[config.mk]
export PLATFORM = sky130hd
export DESIGN_NAME = fetch_queue
export DESIGN_NICKNAME = d
export VERILOG_FILES = /design/src/rtl/fetch_pkg.sv /design/src/rtl/fq_fifo.sv /design/src/rtl/fetch_queue.sv
export SDC_FILE = /design/constraint.sdc
export NUM_CORES = 1
export LEC_CHECK = 0
export CORE_AREA = 2 2 142 144
export CTS_BUF_LIST = sky130_fd_sc_hd__clkbuf_8
export DETAILED_ROUTE_END_ITERATION = 16
export DIE_AREA = 0 0 144 146
export SLEW_MARGIN = 20
export SYNTH_ARGS = -nofsm -noshare
export SYNTH_HDL_FRONTEND = slang
export SYNTH_SLANG_ARGS = --single-unit
[constraint.sdc]
create_clock -name clk -period 3.4 [get_ports clk]
set_input_delay 0.51 -clock clk [delete_from_list [all_inputs] [get_ports clk]]
set_output_delay 0.51 -clock clk [all_outputs]
set_load 0.02 [all_outputs]
[src/rtl/fetch_pkg.sv]
// Shared types and defaults for the instruction-fetch queue.
package fetch_pkg;

    localparam int          FQ_DEPTH       = 4;
    localparam logic [3:0]  FQ_HALT_OPCODE = 4'hF;

    typedef enum logic [1:0] {
        FQ_FETCH   = 2'd0,
        FQ_DISCARD = 2'd1,
        FQ_HALTED  = 2'd2
    } fq_state_e;

    function automatic logic is_halt(input logic [15:0] instr, input logic [3:0] opcode);
        return instr[15:12] == opcode;
    endfunction

endpackage

[src/rtl/fq_fifo.sv]
// Circular buffer of DEPTH entries with synchronous flush; a pop and a push in the
// same cycle both take effect (the head is read before the slot can be reused).
module fq_fifo #(
    parameter int DEPTH = 4,
    parameter int W     = 32
) (
    input  logic                   clk,
    input  logic                   rst,
    input  logic                   push,
    input  logic [W-1:0]           push_data,
    input  logic                   pop,
    input  logic                   flush,
    output logic [W-1:0]           head,
    output logic [$clog2(DEPTH):0] count,
    output logic                   empty
);
    localparam int AW = $clog2(DEPTH);

    logic [W-1:0]  mem [DEPTH];
    logic [AW-1:0] rd_ptr;
    logic [AW-1:0] wr_ptr;

    always_ff @(posedge clk or posedge rst) begin
        if (rst) begin
            rd_ptr <= '0;
            wr_ptr <= '0;
            count  <= '0;
        end else if (flush) begin
            rd_ptr <= '0;
            wr_ptr <= '0;
            count  <= '0;
        end else begin
            if (push) wr_ptr <= wr_ptr + 1'b1;
            if (pop)  rd_ptr <= rd_ptr + 1'b1;
            count <= count + {{AW{1'b0}}, push} - {{AW{1'b0}}, pop};
        end
    end

    always_ff @(posedge clk) begin
        if (push && !flush) mem[wr_ptr] <= push_data;
    end

    assign head  = mem[rd_ptr];
    assign empty = (count == '0);

endmodule

[src/rtl/fetch_queue.sv]
// Instruction-fetch front end: one outstanding memory read at a time, results queued for decode.
// Define FETCH_QUEUE_BYPASS_EN to forward an ack straight to decode when the queue is empty.
//
// state      | meaning
// FQ_FETCH   | issuing / awaiting reads at fetch_pc
// FQ_DISCARD | a redirect orphaned an outstanding read; its data is dropped on ack
// FQ_HALTED  | HALT opcode enqueued; no fetches until the next redirect
module fetch_queue
    import fetch_pkg::*;
#(
    parameter int          DEPTH       = FQ_DEPTH,
    parameter logic [15:0] RESET_PC    = 16'h0000,
    parameter logic [3:0]  HALT_OPCODE = FQ_HALT_OPCODE
) (
    input  logic                   clk,
    input  logic                   rst,
    input  logic                   redirect_valid,
    input  logic [15:0]            redirect_pc,
    output logic                   mem_req,
    output logic [15:0]            mem_addr,
    input  logic                   mem_ack,
    input  logic [15:0]            mem_rdata,
    output logic                   out_valid,
    output logic [15:0]            out_instr,
    output logic [15:0]            out_pc_plus1,
    input  logic                   out_ready,
    output logic                   hlt_seen,
    output logic [15:0]            fetch_pc,
    output logic [$clog2(DEPTH):0] count
);
    localparam int             CW         = $clog2(DEPTH) + 1;
    localparam logic [CW-1:0]  FULL_COUNT = CW'(DEPTH);

    fq_state_e   state;
    logic [15:0] addr_plus1;
    logic        take;
    logic        push;
    logic        fifo_pop;
    logic        fifo_empty;
    logic [31:0] head;

    assign addr_plus1 = mem_addr + 16'd1;
    // An ack only carries usable data in FETCH and when no redirect is flushing this cycle.
    assign take = (state == FQ_FETCH) && mem_req && mem_ack && !redirect_valid;

`ifdef FETCH_QUEUE_BYPASS_EN
    logic bypass;
    assign bypass       = fifo_empty && take;
    assign out_valid    = !fifo_empty || bypass;
    assign out_instr    = bypass ? mem_rdata  : head[31:16];
    assign out_pc_plus1 = bypass ? addr_plus1 : head[15:0];
    assign push         = take && !(bypass && out_ready);
    assign fifo_pop     = !fifo_empty && out_ready;
`else
    assign out_valid    = !fifo_empty;
    assign out_instr    = head[31:16];
    assign out_pc_plus1 = head[15:0];
    assign push         = take;
    assign fifo_pop     = out_valid && out_ready;
`endif

    fq_fifo #(.DEPTH(DEPTH), .W(32)) u_fifo (
        .clk       (clk),
        .rst       (rst),
        .push      (push),
        .push_data ({mem_rdata, addr_plus1}),
        .pop       (fifo_pop),
        .flush     (redirect_valid),
        .head      (head),
        .count     (count),
        .empty     (fifo_empty)
    );

    always_ff @(posedge clk or posedge rst) begin
        if (rst) begin
            state    <= FQ_FETCH;
            mem_req  <= 1'b0;
            mem_addr <= RESET_PC;
            fetch_pc <= RESET_PC;
            hlt_seen <= 1'b0;
        end else if (redirect_valid) begin
            fetch_pc <= redirect_pc;
            hlt_seen <= 1'b0;
            // A request cannot be abandoned, so keep it up and swallow its eventual ack.
            if (mem_req && !mem_ack) begin
                state <= FQ_DISCARD;
            end else begin
                state   <= FQ_FETCH;
                mem_req <= 1'b0;
            end
        end else begin
            case (state)
                FQ_FETCH: begin
                    if (mem_req) begin
                        if (mem_ack) begin
                            mem_req  <= 1'b0;
                            fetch_pc <= addr_plus1;
                            if (is_halt(mem_rdata, HALT_OPCODE)) begin
                                hlt_seen <= 1'b1;
                                state    <= FQ_HALTED;
                            end
                        end
                    end else if (count < FULL_COUNT) begin
                        mem_req  <= 1'b1;
                        mem_addr <= fetch_pc;
                    end
                end
                FQ_DISCARD: begin
                    if (mem_ack) begin
                        mem_req <= 1'b0;
                        state   <= FQ_FETCH;
                    end
                end
                FQ_HALTED: mem_req <= 1'b0;
                default:   state   <= FQ_FETCH;
            endcase
        end
    end

endmodule

==> results summary <==
The data arrival at the endpoint of the critical path came out at 2.44 ns. The final setup violation count is 0. For the pin with the worst max-slew slack, the measured transition is 0.861 ns. The area of the die is approximately 21000 um^2.

Counting flops with a built-in enable in the synthesized netlist gives roughly 130. Of the cells placed in the final design, the portion with a size suffix greater than 1 is 0.162. After clock tree synthesis, the clock-pin slew on the worst setup and hold paths is about 0.090 ns. The ratio of final minimum period to clock period came out at 0.869. The post-cts hold buffer count is 0. The worst-case clock skew came out at between 0.01 and 0.015 ns.

The sequential cell area fraction in the yosys report is 0.712. The remaining number of nets flagged by the antenna check after routing is 0. The global placement routability congestion is around 0.76. Across every metal layer, demand over resource in global routing totals 0.144. The number of storage elements in the synthesis netlist is between 150 and 200. The post-detailed-route via-to-cell ratio came out at ~4.8. Of the total power, the clock network draws 0.233.

The fraction of power spent switching nets is 0.321. The final antenna diode count came out at 0. The power density over the cells came out at 764 nW/um^2. The CTS buffer count came out at 17. A synthesized cell averages 17.5 um^2. The internal power of the cells totals about 4.5 mW. The initial antenna violation count came to 0. The leakage power of the design is 3.07 nW. The final layout contains routed wiring with a total length of ~14000 um.

The clock insertion delay at the later pin of the skew report came out at 0.45 ns. The kind of start point of the critical path is a flip-flop. The cell family contributing the most delay on the critical path is buffers and inverters. The sequential share of power came out at 0.434.

The worst setup path is captured at an output pin. The delay contributed by the slowest stage of the critical path is ~0.58 ns. Yosys instantiated no cell more often than sky130_fd_sc_hd__edfxtp_1.

The cell sitting at the root of the clock tree is a sky130_fd_sc_hd__clkbuf_8. From left edge to right edge, the die measures approximately 140 um. The total half-perimeter wirelength after legalization and detailed placement came out at 9360 um. Post-CTS timing repair inserted 0 buffers for setup. The most instantiated flip-flop cell in the synthesis netlist is sky130_fd_sc_hd__edfxtp_1. After detailed routing, the number of remaining DRC violations is 0. The total of cells resized after clock tree synthesis came out at 0.

TritonCTS built the clock tree. The critical path goes through buf_12 -> mux4_2 -> clkdlybuf4s50_1. The total clock sinks is approximately 170.

The total I/O pin count is roughly 110. The synthesized instance count is between 300 and 400. The floorplan has 51 rows. For this run, asynchronously set or reset flops after synthesis account for 0.251. The maximum level of the CTS H-tree came out at 4. The maximum clock rate came out at ~340 MHz.

The total grt overflow came out at 0. The remaining max-slew budget at the tightest pin is 0.423. The core footprint came out at between 15000 and 20000 um^2. The final non-filler cell area came out at 8750 um^2. Setup repair after global routing left no endpoint under its margin. Across the run, the number of max-cap violations was 0. The analysis attributes to net switching a power of between 2 and 2.5 mW. The setup path with the least slack is of type flip-flop to output pin. The number of detailed-routing iterations run before antenna repair is 4. Once layout is complete, the utilization of the core stands at 0.453. The filler cells instantiated in the layout total 1693.

The critical path's slowest cell is sky130_fd_sc_hd__dfrtp_2. The share of Yosys cell area claimed by the top area cell type is 0.556. No sink is reached through more buffers than the 2 on the longest clock path. Ranked by total cell area, the synthesized netlist is headed by sky130_fd_sc_hd__edfxtp_1 (56%), sky130_fd_sc_hd__dfrtp_1 (16%), sky130_fd_sc_hd__mux4_2 (10%). The number of global-route vias before repair is between 3000 and 4000. The count of endpoints failing hold in the final timing report came out at 0. The biggest area contributor in the post-synthesis netlist is sky130_fd_sc_hd__edfxtp_1. The violation count after the first detailed-route iteration is between 100 and 150. The growth of design area from synthesis to finish is 26.7%.

The minimum clock period came out at just under 3 ns. The max-slew violation count is 0. The number of nets in the layout came out at 560. The type of the worst min-delay path is input port to async pin. The effective utilization at floorplan is 0.357. The height of the die is 146 um.

The combinational group share of total power is 0.332. The number of buffers inserted by port buffering is approximately 110. The net count after synthesis is approximately 440. VDD sags by at most approximately 350 uV. The number of warnings issued by yosys came out at 0. The first-pass GRT wire length came out at between 20000 and 25000 um.

The critical path required time is 2.89 ns. After synthesis the cells add up to ~7000 um^2. Dividing the detail-routed wire length by the instance count gives about 18 um. The total via count after detailed routing came out at about 3800. Once placement finished, the instance area stood at about 8300 um^2. After synthesis, the most frequently instantiated cells are sky130_fd_sc_hd__edfxtp_1 (128), sky130_fd_sc_hd__dfrtp_1 (43), sky130_fd_sc_hd__mux4_2 (32), sky130_fd_sc_hd__nand2_1 (29), sky130_fd_sc_hd__nor2_1 (19). Summed over all failing endpoints, the final setup total negative slack is 0 ns.

The flow ran to the end, and the final reports show no timing, DRC or antenna violations. The critical path contains buffers and inverters numbering 2 combined. The maximum number of pins on one net before global-route repair came out at 47. After synthesis, the netlist uses 43 different library cells.

The maximum fanout along the worst path came out at 25.
==> path summary, 6_finish.rpt <==
| path | startpoint | endpoint | slack [ns] | cells past startpoint |
|---|---|---|---|---|
| setup / recovery | u_fifo.rd_ptr[0]$_DFFE_PP0P_ | out_pc_plus1[13] | 0.45 | 3 |
| hold / removal | rst | mem_addr[4]$_DFFE_PP0P_ | 0.44 | 2 |
| setup reg to reg | state[0]$_DFFE_PP0P_ | u_fifo.mem[0][23]$_DFFE_PP_ | 1.12 | 7 |
| hold reg to reg | hlt_seen$_DFFE_PP0P_ | hlt_seen$_DFFE_PP0P_ | 0.52 | 2 |
| max in group asynchronous | rst | mem_addr[12]$_DFFE_PP0P_ | 2.22 | 3 |
| min in group clk | hlt_seen$_DFFE_PP0P_ | hlt_seen$_DFFE_PP0P_ | 0.52 | 2 |
==> layout by cell type, fill, tap and decap left out, drive strengths merged, types with 4 or more instances in the layout <==
cell type      netlist  layout
buf                  8      10
nand3                5       5
o21ai                8       8
clkinv               0       7
mux2                13      13
a221o                7       7
mux2i                4       4
clkbuf               9      17
a21oi                6       6
nor4                 5       5
dfrtp               43      43
xnor2                7       7
nor3                 6       6
nor2                19      19
mux4                32      32
and2                 4       4
clkdlybuf4s50        0     106
nand4                7       7
xor2                12      12
ha                  10      10
edfxtp             128     128
bufinv               0       5
nand2               29      29
inv                 14      16
==> sequential cells by signal, summed over array words and instances (netlist names) <==
| signal | count |
|---|---|
| u_fifo.wr_ptr | 2 |
| mem_addr | 16 |
| hlt_seen | 1 |
| state | 2 |
| u_fifo.rd_ptr | 2 |
| u_fifo.mem | 128 |
| u_fifo.count | 3 |
| fetch_pc | 16 |
| mem_req | 1 |
==> per-layer routing <==
layer,share of wire,wire (um),track usage,up-vias
met5,0,0,0,-
met4,0.0062,90,0.0412,0
met3,0.058,841,0.0441,9
met2,0.48,6870,0.227,107
met1,0.46,6630,0.192,1928
li1,-,-,-,1748
==> worst reg2reg max path: stages, from the launching register on <==
cell and delay [ns]:
sky130_fd_sc_hd__dfrtp_1 0.39, sky130_fd_sc_hd__inv_1 0.10, sky130_fd_sc_hd__ha_1 0.21, sky130_fd_sc_hd__nand3_1 0.11
sky130_fd_sc_hd__or2_1 0.28, sky130_fd_sc_hd__inv_2 0.23, sky130_fd_sc_hd__and2_1 0.17, sky130_fd_sc_hd__buf_4 0.42
==> area by class of cell <==
cell class                      count  area [um^2]  area share
Inverter                           14         52.6     0.00600
Multi-Input combinational cell    192         1860       0.213
Tap cell                          265          332      0.0379
Sequential cell                   171         4920       0.562
Clock buffer                       17          234      0.0267
Clock inverter                     15          203      0.0232
Timing Repair Buffer              116         1150       0.131
==> per-stage QoR <==
stage	cells	total power, mW	hold WS, ns	worst slack, ns
floorplan	394	4.18	0.543	0.834
global placement	758	5.17	0.494	0.732
detailed placement	758	5.21	0.514	0.696
CTS	790	6.79	0.421	0.355
global route	790	7.05	0.448	0.257
finish	790	6.69	0.437	0.447
==> power groups by stage <==
| stage | logic [mW] | registers, mW | clock network, mW |
|---|---|---|---|
| 6_report | 2.22 | 2.91 | 1.56 |
| 5_1_grt | 2.40 | 2.95 | 1.70 |
| 4_1_cts | 2.26 | 2.91 | 1.61 |
| 3_5_place_dp | 2.26 | 2.95 | 0 |
| 3_3_place_gp | 2.22 | 2.95 | 0 |
| 2_1_floorplan | 1.16 | 3.02 | 0 |
==> kinds of logic after synthesis <==
family                     Yosys count  synth area share
adders and majority gates           11            0.0210
muxes                               49             0.131
DFF                                171             0.712
and+or+nand+nor                     81            0.0599
buffers and inverters               31            0.0186
xor gates and xnor gates            19            0.0241
AOI/OAI and AO/OA                   32            0.0331
Note: power is estimated with default switching activity, not from simulation.
